$ cat src/rtl/lp_serializer_scheduler.sv
// rtl/lp_serializer_scheduler.sv - round-robin two-requester word scheduler feeding lp_tree_serializer PAR_IN
// Optional post-reset link-training preamble is enabled by defining LP_SCHED_TRAIN_EN.
module lp_serializer_scheduler #(
  parameter int                    INPUTS_NUM  = 16,
  parameter int                    WORD_CYCLES = 8,
  parameter logic [INPUTS_NUM-1:0] IDLE_WORD   = 16'h0000,
  parameter logic [INPUTS_NUM-1:0] TRAIN_WORD  = 16'h00FF,
  parameter int                    TRAIN_WORDS = 4
) (
  input  logic                  CLK,
  input  logic                  RESET_N,
  input  logic                  EN,
  input  logic                  REQ0_VALID,
  input  logic [INPUTS_NUM-1:0] REQ0_DATA,
  output logic                  REQ0_READY,
  input  logic                  REQ1_VALID,
  input  logic [INPUTS_NUM-1:0] REQ1_DATA,
  output logic                  REQ1_READY,
  output logic [INPUTS_NUM-1:0] PAR_OUT,
  output logic                  SLOT_STROBE,
  output logic [1:0]            GRANT,
  output logic                  TRAINING
);

  localparam int            CW   = $clog2(WORD_CYCLES);
  localparam logic [CW-1:0] LAST = CW'(WORD_CYCLES - 1);

  logic [CW-1:0]         cnt_q;
  logic                  rr_q, rr_d;
  logic [INPUTS_NUM-1:0] par_q, par_d;
  logic [1:0]            grant_q, grant_d;
  logic                  boundary, run, train_load;
  logic                  win0, win1;

  assign boundary = (cnt_q == LAST);

`ifdef LP_SCHED_TRAIN_EN
  typedef enum logic {S_TRAIN, S_RUN} state_t;
  localparam int             TCW   = $clog2(TRAIN_WORDS + 1);
  localparam logic [TCW-1:0] TLAST = TCW'(TRAIN_WORDS - 1);

  state_t         state_q;
  logic [TCW-1:0] tcnt_q;
  logic           training_q;

  assign run        = (state_q == S_RUN);
  assign train_load = boundary & EN & (state_q == S_TRAIN);
  assign TRAINING   = training_q;
`else
  logic unused_train;
  assign unused_train = ^TRAIN_WORDS;
  assign run        = 1'b1;
  assign train_load = 1'b0;
  assign TRAINING   = 1'b0;
`endif

  // Round robin only matters on a tie; a lone requester always wins.
  assign win0 = REQ0_VALID & (~REQ1_VALID | ~rr_q);
  assign win1 = REQ1_VALID & (~REQ0_VALID | rr_q);

  assign REQ0_READY  = boundary & run & EN & win0;
  assign REQ1_READY  = boundary & run & EN & win1;
  assign PAR_OUT     = par_q;
  assign GRANT       = grant_q;
  assign SLOT_STROBE = (cnt_q == '0);

  always_comb begin
    par_d   = IDLE_WORD;
    grant_d = 2'b00;
    rr_d    = rr_q;
    if (REQ0_READY) begin
      par_d   = REQ0_DATA;
      grant_d = 2'b01;
      rr_d    = 1'b1;
    end else if (REQ1_READY) begin
      par_d   = REQ1_DATA;
      grant_d = 2'b10;
      rr_d    = 1'b0;
    end else if (train_load) begin
      par_d   = TRAIN_WORD;
      grant_d = 2'b11;
    end
  end

  always_ff @(posedge CLK or negedge RESET_N) begin
    if (!RESET_N) begin
      cnt_q      <= '0;
      par_q      <= IDLE_WORD;
      grant_q    <= 2'b00;
      rr_q       <= 1'b0;
`ifdef LP_SCHED_TRAIN_EN
      state_q    <= S_TRAIN;
      tcnt_q     <= '0;
      training_q <= 1'b1;
`endif
    end else begin
      cnt_q <= boundary ? '0 : cnt_q + 1'b1;
      if (boundary) begin
        par_q   <= par_d;
        grant_q <= grant_d;
        rr_q    <= rr_d;
`ifdef LP_SCHED_TRAIN_EN
        // TRAINING covers the slot being loaded, including the last preamble word.
        training_q <= (state_q == S_TRAIN);
        if (train_load) begin
          tcnt_q <= tcnt_q + 1'b1;
          if (tcnt_q == TLAST) state_q <= S_RUN;
        end
`endif
      end
    end
  end

endmodule

$ cat config.mk
export PLATFORM = sky130hd
export DESIGN_NAME = lp_serializer_scheduler
export DESIGN_NICKNAME = d
export VERILOG_FILES = /design/src/rtl/lp_serializer_scheduler.sv
export SDC_FILE = /design/constraint.sdc
export NUM_CORES = 1
export LEC_CHECK = 0
export ABC_AREA = 1
export CORE_ASPECT_RATIO = 0.5
export CORE_MARGIN = 8
export CORE_UTILIZATION = 30
export CTS_CLUSTER_SIZE = 8
export DETAILED_ROUTE_END_ITERATION = 6
export GPL_ROUTABILITY_DRIVEN = 0
export PLACE_DENSITY = 0.64
export SLEW_MARGIN = 40
export SYNTH_ARGS = -nofsm -noshare
export SYNTH_HDL_FRONTEND = slang
export SYNTH_SLANG_ARGS = --single-unit
export TNS_END_PERCENT = 1
$ cat constraint.sdc
create_clock -name CLK -period 1.7 [get_ports CLK]
set_clock_uncertainty 0.1 [all_clocks]
set_input_delay 0.34 -clock CLK [delete_from_list [all_inputs] [get_ports CLK]]
set_output_delay 0.34 -clock CLK [all_outputs]
set_load 0.02 [all_outputs]
=== Word level (Yosys, flattened, before mapping) ===
Cells that the tools add are included.
Widths: inputs -> output; s select.

* $add $sub $neg: 1
* Equal/unequal tests: 1
* Muxes and demuxes: 7
* Bitwise logic cells: 10
* Reduce and logical (&&, ||, !) cells: 3

{| class="wikitable"
|+ Operators by type and width
! operator !! number
|-
| $mux 16 || 2
|-
| $and 1x1->1 || 5
|-
| $mux 2 || 2
|-
| $add 3x1->3 const B || 1
|-
| $eq 3x3->1 const B || 1
|-
| $logic_not 3->1 || 1
|-
| $mux 3 || 1
|-
| $not 1->1 || 3
|-
| $mux 1 || 2
|-
| $or 1x1->1 || 2
|-
| $reduce_and 2->1 || 1
|-
| $reduce_bool 2->1 || 1
|}

* Bits in registers: 22
* Output and inout port bits: 22
* Logic and storage cells: 26

=== Depth between registers and ports, before layout ===
* Depth after elaboration: 6
* Mapped depth: 7
* Mapped depth without buffers: 6

=== Worst setup path after synthesis ===
OpenSTA, ideal clock, no wires.

* Path type: reg2out
* From: register cnt_q[0]
* To: output REQ1_READY
* Arrival: 1.286 ns
* Data required time: 1.260 ns
* Setup slack: -0.026 ns
* Stages on the path, launching flop included: 8
* Path buffers: 1
* Cells stage by stage: dfrtp_1 > ha_1 > ha_1 > nand2_2 > nor2_4 > buf_6 > nand2_1 > inv_1

* Longest elaborated chain between the ends: 3

{| class="wikitable"
|+ RTL lines
! what !! line !! text
|-
| start: declaration || 28 || <nowiki>logic [CW-1:0] cnt_q;</nowiki>
|-
| start signal: assignment || 97 || <nowiki>cnt_q <= boundary ? '0 : cnt_q + 1'b1;</nowiki>
|-
| $eq 3x3->1 || 35 || <nowiki>assign boundary = (cnt_q == LAST);</nowiki>
|-
| $and 1x1->1 (2 in series) || 62 || <nowiki>assign REQ1_READY = boundary & run & EN & win1;</nowiki>
|-
| end: declaration || 18 || <nowiki>output logic REQ1_READY,</nowiki>
|}

Every way passes these cells.

=== Worst setup path after layout ===
Ends and elaborated chain as after synthesis.

==> metrics.txt <==
core area=0.003397 mm2; CTS Hold Buffers Added=0; FF-to-FF path depth=8; required time of the critical path=1.26 ns; critical path, cell by cell=ha_2 -> ha_4 -> nand2_4 -> nor2_4 -> nand2_2 -> inv_2 -> buf_6; fmax=554.7 MHz; Total Power=1.212 mW; Top Family by Delay on Critical Path=flip-flops; crit path max fanout=2; slowest CP cell=dfrtp_1; Starting Density=0.3101; critical path class=flop to output pin; Max-cap violations=0; clk_lat worst skew=0.25 ns; die area=0.005779 mm2; GRT Total Usage=0.1226; outcome=complete, but fails checks; Slew Viols, Final=0; sw power=0.3034 mW; Inserted Clock Buffers=3; CTS H-Tree Depth=1; Synth Register Bits=22; Die H=57.91 um; Seq pwr share=0.474; DP Area=0.001717 mm2; Final ANT Viol Nets=0; nets=227; Critical Path Max Stage Delay=0.39 ns; Power Density=655.5 mW/mm2; WL final=3431 um; I/O Buffers=57; # fillers=312; Die Wd=99.81 um; Switching Share=0.2503; fin crit period=1.803 ns; Worst R2R Setup Slack=0.11 ns; startpoint types=flop; syn nets=159; crit share post-route=1.060; P&R area growth vs syn=75.53%; CP Buf/Inv Count=2; Comb pwr share=0.224; Remaining DRCs=0; initial drt markers=48; arrival time at the worst endpoint=1.36 ns; clock root cell=clkbuf_8; DR vias=1051; largest net degree at the start of global routing=23; Clock power frac=0.301; Mapped Cells=119; first-pass GRT wire length=5733 um; Final WS setup=-0.1027 ns; IO Count=59; CTS tree=built; Netlist Area Pre-Place=0.001054 mm2; Pleak=1.028 nW; Hold WC Path Type=input port to asynchronous set/reset pin; final instance area=0.001849 mm2; Final setup viols=3; Critical Path End Type=output pin; DR pass1 iterations=4; VDD IR max=0.0004040 V; vias per inst=4.435; Yosys warning count=0; antenna violations before repair=0; Wirelength per Cell=14.48 um; Unique masters post-synth=15; Clock Sinks=22; Max clock buf depth=2; Hold Fails Final Rpt=0; P_int=0.9087 mW; failing checks=setup timing; synthesized area per cell=8.853 um2; hpwl dp=2487 um; Crit path depth=7; sequential fraction of the synthesis area=0.5226; Row Count=15; ant diodes=0; vias in the first global route=1155; Worst-path clk slew=0.08 ns; layout cells sized above 1=0.1505; grt ovf=0; unrepaired setup endpoints after global routing=true
==> layer usage <==
metal	global-route usage	vias to the layer above	routed length [um]
li1	-	528	-
met3	0.02983	4	137
met1	0.1516	498	1539
met2	0.2092	21	1711
met5	0	-	0
met4	0.03198	0	42
==> flip-flops by register name, indices dropped and copies added, names as in the netlist <==
register,count
PAR_OUT,16
cnt_q,3
GRANT,2
rr_q,1
==> worst reg2reg max path: cells and delay by family, from the launching register on <==
family / cells / cell delay [ns]
buffers and inverters: 4 / 0.52
and+or+nand+nor: 2 / 0.15
DFF: 1 / 0.36
adders and majority gates: 2 / 0.34
==> metrics by stage <==
step / hold slack, ns / utilization / instances / TNS (ns) / setup WS [ns]
after floorplan: -0.05559 / - / 119 / 0 / 0.009913
after global placement: 0.3659 / 0.5053 / 230 / -1.052 / -0.4731
after detailed placement: 0.3666 / 0.5053 / 230 / -1.089 / -0.4864
after CTS: 0.3401 / 0.5326 / 236 / -0.1970 / -0.1020
after global routing: 0.3479 / 0.5444 / 237 / -0.5195 / -0.1809
final: 0.3307 / 0.5444 / 237 / -0.2731 / -0.1027
==> synthesized netlist by cell type <==
cell | count | share of area
nand3_1 | 47 | 0.22
nand2_1 | 24 | 0.086
dfrtp_1 | 22 | 0.52
inv_1 | 8 | 0.029
buf_6 | 3 | 0.032
ha_1 | 3 | 0.036
buf_2 | 2 | 0.0095
nor2_1 | 2 | 0.0071
nor2_4 | 2 | 0.021
buf_4 | 1 | 0.0071
clkinv_1 | 1 | 0.0036
conb_1 | 1 | 0.0036
nand2_2 | 1 | 0.0059
nand3_2 | 1 | 0.0095
o21ai_0 | 1 | 0.0047
==> cell families after synthesis <==
family / after synthesis / share of synthesized area
buffers and inverters: 15 / 0.08076
flip-flops: 22 / 0.5226
AO/OA/AOI/OAI: 1 / 0.004746
other: 1 / 0.003560
AND/OR/NAND/NOR: 77 / 0.3527
adder cells (fa/ha/maj): 3 / 0.03563
==> what timing repair did <==
item | in CTS | in global routing
hold endpoints to repair | 0 | 0
resized for setup | 22 | 13
buffers inserted | 2 | 1
pin swaps | 3 | 2
setup endpoints to repair | 3 | 21
==> cell type report <==
class,instances,area [um2],share of cell area
well taps,51,63.81,0.03451
clock buffers,4,55.05,0.02977
multi-input cells,82,442.9,0.2395
flip-flops and latches,22,550.5,0.2977
repair buffers,69,703.2,0.3802
inverters,9,33.78,0.01827
==> power groups by stage <==
stage	Clock (mW)	Sequential (mW)	Combinational, mW
finish	0.365	0.575	0.272
global route	0.401	0.580	0.293
CTS	0.378	0.576	0.279
detailed placement	0	0.586	0.277
global placement	0	0.584	0.276
floorplan	0	0.623	0.0600
==> cell usage in the layout, fill, tap and decap left out, types with 2 or more instances in the layout <==
cell,n
dfrtp_1,22
inv_1,7
nor2_1,2
buf_4,12
nand2_1,22
dlymetal6s2s_1,12
nor2_4,2
buf_6,2
clkbuf_8,4
nand3_1,47
clkdlybuf4s50_1,42
nand2_2,2
==> path summary, 6_finish.rpt <==
check                              start           to
worst max-delay path            cnt_q[0]   REQ1_READY
worst max register to register  cnt_q[0]   PAR_OUT[1]
max in group asynchronous        RESET_N   PAR_OUT[6]
worst min-delay path             RESET_N  PAR_OUT[11]
min in group CLK                GRANT[0]     GRANT[0]
worst min register to register  GRANT[0]     GRANT[0]
No activity file was read; power rests on OpenSTA's default activity.
